===== src/rtl/mem3_sdp_ram.sv =====
// -----------------------------------------------------------------------------
// mem3_sdp_ram
//
// Simple dual-port synchronous RAM: one write port and one registered read port
// on a single clock. Used as a small scratch/operand store in the dot-product
// datapath. Producers write vector elements by address, and the consumer reads
// them back one cycle later. Both ports may be active in the same cycle.
//
// Parameters
//   DATA_WIDTH    word width in bits
//   MEM_SIZE      number of storage words
//   ADDR_WIDTH    address bus width (words at or above 2**ADDR_WIDTH are
//                 unreachable when MEM_SIZE is larger)
//
// Ports
//   clk           single clock, rising-edge active
//   rst           asynchronous active-high reset; clears data_out and all words
//   write_en      write strobe
//   write_address write word index; indices >= MEM_SIZE are discarded
//   data_in       write data
//   read_en       read strobe; data_out holds its value while low
//   read_address  read word index; indices >= MEM_SIZE read as 0
//   data_out      registered read data (read-first on same-address collision)
// -----------------------------------------------------------------------------
module mem3_sdp_ram #(
   parameter int unsigned DATA_WIDTH = 8,
   parameter int unsigned MEM_SIZE   = 64,
   parameter int unsigned ADDR_WIDTH = 4
) (
   input  logic                  clk,
   input  logic                  rst,
   input  logic                  write_en,
   input  logic [ADDR_WIDTH-1:0] write_address,
   input  logic [DATA_WIDTH-1:0] data_in,
   input  logic                  read_en,
   input  logic [ADDR_WIDTH-1:0] read_address,
   output logic [DATA_WIDTH-1:0] data_out
);

   // Addresses are widened to 32 bits so they compare cleanly against
   // MEM_SIZE and the storage index regardless of ADDR_WIDTH.
   logic [31:0]           wr_addr_ext;
   logic [31:0]           rd_addr_ext;
   logic                  wr_in_range;
   logic                  rd_in_range;

   logic [DATA_WIDTH-1:0] mem_q [MEM_SIZE];
   logic [DATA_WIDTH-1:0] mem_d [MEM_SIZE];
   logic [DATA_WIDTH-1:0] rd_word;
   logic [DATA_WIDTH-1:0] data_out_q;
   logic [DATA_WIDTH-1:0] data_out_d;

   assign wr_addr_ext = 32'(write_address);
   assign rd_addr_ext = 32'(read_address);
   assign wr_in_range = (wr_addr_ext < MEM_SIZE);
   assign rd_in_range = (rd_addr_ext < MEM_SIZE);

   // Write path: at most one word changes, and only for an in-range address.
   // NOTE: every always_comb output starts from a full default (here the
   // current contents) so no path leaves it unassigned and infers a latch.
   always_comb begin : write_path
      mem_d = mem_q;
      if (write_en && wr_in_range) begin
         for (int unsigned i = 0; i < MEM_SIZE; i++) begin
            if (wr_addr_ext == i) begin
               mem_d[i] = data_in;
            end
         end
      end
   end

   // Read mux works from mem_q, the contents before this edge's write, which
   // is what makes a same-address read/write return the old word.
   always_comb begin : read_mux
      rd_word = '0;
      for (int unsigned i = 0; i < MEM_SIZE; i++) begin
         if (rd_addr_ext == i) begin
            rd_word = mem_q[i];
         end
      end
   end

   always_comb begin : read_path
      data_out_d = data_out_q;
      if (read_en) begin
         data_out_d = rd_in_range ? rd_word : '0;
      end
   end

   // NOTE: the storage must be cleared asynchronously on reset, so it is built
   // from resettable flops rather than a RAM macro (macros cannot be reset).
   // NOTE: sequential state uses non-blocking assignments only, so every flop
   // samples pre-edge values and simulation matches the synthesized hardware.
   always_ff @(posedge clk or posedge rst) begin
      if (rst) begin
         data_out_q <= '0;
         for (int unsigned i = 0; i < MEM_SIZE; i++) begin
            mem_q[i] <= '0;
         end
      end else begin
         data_out_q <= data_out_d;
         mem_q      <= mem_d;
      end
   end

   assign data_out = data_out_q;

endmodule


===== config.mk =====
export PLATFORM = sky130hd
export DESIGN_NAME = mem3_sdp_ram
export DESIGN_NICKNAME = d
export VERILOG_FILES = /design/src/rtl/mem3_sdp_ram.sv
export SDC_FILE = /design/constraint.sdc
export NUM_CORES = 1
export LEC_CHECK = 0
export ABC_AREA = 1
export CAP_MARGIN = 20
export CORE_UTILIZATION = 40
export CTS_BUF_LIST = sky130_fd_sc_hd__clkbuf_2
export DETAILED_ROUTE_END_ITERATION = 10
export MAX_ROUTING_LAYER = met4
export PLACE_DENSITY_LB_ADDON = 0.2
export SETUP_SLACK_MARGIN = 0.5
export SYNTH_ARGS = -nofsm -noshare
export SYNTH_HDL_FRONTEND = slang
export SYNTH_SLANG_ARGS = --single-unit

===== constraint.sdc =====
create_clock -name clk -period 6.6 [get_ports clk]
set_clock_uncertainty 0.15 [all_clocks]
set_input_delay 1.32 -clock clk [delete_from_list [all_inputs] [get_ports clk]]
set_output_delay 1.32 -clock clk [all_outputs]
set_load 0.005 [all_outputs]

Word level (Yosys, flattened, before mapping)
Index checks and enable logic that the tools add are counted.
{"block": "word_totals", "register_bits": 136, "latch_bits": 0, "ramBits": 0, "mem_bits_ro": 0, "input_bits": 20, "output_inout_bits": 8, "n_memories": 0}
{"block": "classes", "n_addsub": 0, "n_mul": 0, "n_div": 0, "magnitude_cmp": 2, "eq_ne": 30, "shifts": 0, "muxes": 17, "bitwise_logic": 0, "n_reduce_logical": 19}
{"cell": "$mux W8", "count": 17}
{"cell": "$eq A4 B4 Y1 const B", "count": 16}
{"cell": "$logic_not A32 Y1", "count": 2}
{"cell": "$eq A4 B3 Y1 const B", "count": 8}
{"cell": "$reduce_and A2 Y1", "count": 16}
{"cell": "$eq A4 B2 Y1 const B", "count": 4}
{"cell": "$lt A4 B7 Y1 const B", "count": 2}
{"cell": "$eq A4 B1 Y1 const B", "count": 2}
{"cell": "$logic_and A1 B1 Y1", "count": 1}

Depth between registers and ports, before layout
{"block": "logic_depth", "ltp_word": 18, "mapped_depth": 13, "depth_no_buf": 13}

Worst setup path after synthesis
OpenSTA, ideal clock, no wires.
{"block": "synth_path", "path_kind": "input to register", "from": "in read_address[3]", "to": "reg data_out_q[6], in the netlist data_out[6]", "setup_ns": 0.116, "arrival_time_ns": 2.275, "path_slack_ns": 4.059, "cell_stages": 11, "path_buffers": 0, "path_cell_list": "inv_1 -> nand2_2 -> nor2_4 -> inv_2 -> or2_0 -> nand2_1 -> nand4_2 -> nor3_2 -> nand4_1 -> nand2_1 -> nand2_1"}
{"block": "synth_via", "elab_chain_cells": 18, "word_cells_on_any_way": 34, "cone_classes": "order compare: 1; eq/ne: 15; mux: 17; reduce/logical: 1"}
{"element": "start: declaration", "line_no": "36", "rtl": "input logic [ADDR_WIDTH-1:0] read_address,"}
{"element": "$logic_not A32 Y1", "line_no": "77", "rtl": "if (rd_addr_ext == i) begin"}
{"element": "$mux W8 (16 in series)", "line_no": "77"}
{"element": "$mux W8 *", "line_no": "86", "rtl": "data_out_d = rd_in_range ? rd_word : '0;"}
{"element": "end signal: assignment", "line_no": "101", "rtl": "data_out_q <= data_out_d;"}
{"element": "end: declaration", "line_no": "50", "rtl": "logic [DATA_WIDTH-1:0] data_out_q;"}
Mark *: on every way between the ends. The rest lies on a longest branch, timed or not.
A chain may end at the register's enable or synchronous reset.

Final worst setup path
{"block": "layout_path", "from": "reg data_out_q[4], in the netlist data_out[4]", "to": "out data_out[4]"}
{"element": "end: declaration", "line_no": "37", "rtl": "output logic [DATA_WIDTH-1:0] data_out"}
No word-level cell between the ends.

==> results.py <==
metrics = {
    "clocking": {
        "path_clk_slew_ps": 180,
        "cts_root_buffer": "clkbuf_2",
        "cts_buffers": 17,
        "cts_tree": "built",
        "clock_sinks": 136,
        "post_cts_buffers": 0,
        "clk_path_buf_depth": 2,
        "htreeDepth": 4,
        "post_cts_resized": 0,
        "ctsHoldBuffers": 0,
        "worstSkewPairLatency_ps": 750,
    },
    "setup_path": {
        "crit_path_end_kind": "primary output",
        "required_ps": 5130,
        "rr_endpoint": "data_out[5]$_DFFE_PP0P_",
        "crit_start": "data_out[4]$_DFFE_PP0P_",
        "path_max_fanout": 2,
        "slowest_stage": "clkdlybuf4s50_1",
        "startpoint_type": "flip-flop",
        "r2r_start": "mem_q[501]$_DFFE_PP0P_",
        "crit_arrival_ps": 1650,
        "critPathKind": "reg2out",
        "critPathMaxStageDelay_ps": 520,
        "crit_buf_inv": 1,
        "critical_path.top_delay_family": "buffers and inverters",
        "r2r_slack_ps": 4670,
        "path_cells": "clkdlybuf4s50_1",
        "r2r.worst_path.cells": 10,
    },
    "grt": {
        "grt_util_met1_pct": 32.0,
        "grt_remaining_overflow": 0,
        "track_usage_pct": 23.2,
        "grt_pass1_vias": 4838,
        "use_met2_pct": 34.9,
        "grt_busiest_layer": "met2",
        "grt_pass1_wl_um": 26600,
        "met3_usage_pct": 4.14,
        "grt_antenna_before_repair": 1,
        "grt_max_degree": 72,
    },
    "yosys": {
        "ys_top_cells_by_area": "dfrtp_1 57%, nand2_1 14%, o21ai_0 8.0%",
        "syn_area_um2": 5970,
        "synth_top_area_share_pct": 57.0,
        "ys_types": 19,
        "netlist_top_cells_count": "217 x nand2_1, 136 x dfrtp_1, 108 x nor2_1",
        "muxShareOfSynthArea_pct": 0,
        "synth_edf_count": 0,
        "syn_nets": 752,
        "synth_top_family_by_area": "simple AND/OR/NAND/NOR gates",
        "synthSimpleGateAreaFrac_pct": 26.7,
        "synth_compound_area_share_pct": 11.6,
        "synth-adder-area-share_pct": 0,
        "async_flop_share_pct": 100,
        "ys_warn_count": 0,
        "synth.ff_latch_count": 136,
        "synth_most_common_cell": "nand2_1",
        "synthXorXnorAreaFrac_pct": 0,
        "synth.avg_cell_area_um2": 8.16,
        "synth_top_area_cell": "dfrtp_1",
        "yosysSeqAreaShare_pct": 57.0,
        "syn_inst": 732,
        "ys.flop_type": "dfrtp_1",
    },
    "timing": {
        "setup_viol": 0,
        "fin_crit_sh_pct": 47.3,
        "hold_viol_final": 0,
        "maxSlewHeadroom_pct": 32.6,
        "slew_violations": 0,
        "setup_tns_ps": 0,
        "rsz0062_at_grt": "false",
        "fmax_mhz": 321,
        "layout_min_cycle_time_ps": 3120,
        "setup_slack_ps": 3480,
        "tightest_slew_ps": 1010,
    },
    "floorplanning": {
        "core_area_um2": 14500,
        "die_w_um": 124,
        "ios": 28,
        "num_rows": 44,
        "die_h_um": 124,
        "design.die.area_um2": 15400,
        "initial_utilization_pct": 41.1,
    },
    "place": {
        "portBuffers": 27,
        "pre_cts_slack_ps": 2880,
        "place_congestion": 0.897,
        "dpl.hpwl_um": 11100,
    },
    "drt": {
        "postRouteAntennaNets": 0,
        "drc": 0,
        "drt_pass1_iterations": 6,
        "drt_wl_total_um": 16300,
        "vias_per_cell": 5.18,
        "vias": 4937,
        "drtIter0Drc": 546,
        "wl_per_cell_um": 17.1,
    },
    "worst_hold_path": {
        "min_path_type": "reg2reg",
        "min_to": "data_out[6]$_DFFE_PP0P_",
        "whs_path_depth": 2,
        "hp-start": "data_out[6]$_DFFE_PP0P_",
    },
    "pwr": {
        "p_leak_nw": 3.04,
        "p_per_area_nw_per_um2": 281,
        "design_power_total_mw": 1.85,
        "vdd_drop_max_v": 0.0000977,
    },
    "layout": {
        "drive_above_1_share_pct": 6.51,
        "seqCellArea_um2": 3400,
        "fill_cells": 1486,
        "nNetsFinal": 775,
        "area_growth_pct": 10.2,
        "multi_input_area_um2": 2290,
    },
    "status": {
        "status": "finished, final reports clean",
    },
    "flow_run": {
        "max_cap_viol_count": 0,
    },
}
flip-flops by register name, summed over array words and instances, names as in the netlist:
register and count:
data_out 8, mem_q 128
where the power goes:
group | switching [mW] | leakage [nW] | internal (mW)
registers | 0.103 | 1.68 | 1.01
logic | 0.186 | 1.24 | 0.126
clock network | 0.298 | 0.118 | 0.128
total | 0.588 | 3.04 | 1.26
how the worst max path moves through the flow:
stage / endpoint / cells after the start / slack (ps)
finish: data_out[4] / 1 / 3480
floorplan: data_out[0]$_DFFE_PP0P_ / 1 / 1490
global route: data_out[3] / 1 / 3390
detailed placement: data_out[5]$_DFFE_PP0P_ / 14 / 2880
global placement: data_out[5]$_DFFE_PP0P_ / 14 / 2900
CTS: data_out[2] / 1 / 3430
per-stage QoR:
stage | hold slack [ps] | std cells | utilization, % | cell area, um2
final | 352 | 953 | 45.3 | 6580
after global routing | 391 | 953 | 45.3 | 6580
after CTS | 361 | 950 | 45.2 | 6560
after detailed placement | 320 | 918 | 43.9 | 6380
after global placement | 310 | 918 | 43.9 | 6380
after floorplan | 295 | 732 | - | 5970
cell families after synthesis:
kind of cell / Yosys count
and+or+nand+nor: 385
AOI/OAI and AO/OA: 139
DFF: 136
buffers and inverters: 72
cell usage in the layout, fill, tap and decap left out:
master | synthesis | routed
nand2_1 | 217 | 217
inv_2 | 4 | 4
o21ai_0 | 96 | 96
nor3b_1 | 1 | 1
bufinv_16 | 0 | 1
inv_4 | 0 | 1
nand4_1 | 24 | 24
diode_2 | 0 | 1
nand4_2 | 1 | 1
clkbuf_2 | 0 | 19
or2_0 | 1 | 1
nor2_1 | 108 | 108
buf_6 | 0 | 1
nor2_4 | 1 | 1
clkinv_1 | 0 | 6
nand3_1 | 17 | 17
clkinv_2 | 0 | 4
or2_1 | 1 | 1
dfrtp_1 | 136 | 136
nand2_2 | 6 | 6
a21oi_1 | 43 | 43
nor3_2 | 3 | 3
nor2_2 | 5 | 5
buf_4 | 0 | 2
clkdlybuf4s50_1 | 0 | 27
inv_1 | 42 | 41
clkinvlp_4 | 0 | 2
final cells by class:
| type | instances | area share [%] |
|---|---|---|
| inverter | 46 | 2.66 |
| antenna | 1 | 0.0380 |
| multi-input combinational | 524 | 34.8 |
| clock inverter | 13 | 1.33 |
| timing repair buffer | 30 | 4.50 |
| sequential | 136 | 51.7 |
| tap | 184 | 3.50 |
| clock buffer | 19 | 1.44 |
per-layer routing:
layer | vias to the layer above | share of wire [%]
met3 | 19 | 5.6
met5 | - | 0
met1 | 2365 | 48
met4 | 0 | 1.3
met2 | 151 | 45
li1 | 2402 | -
(Power assumes the default switching activity.)
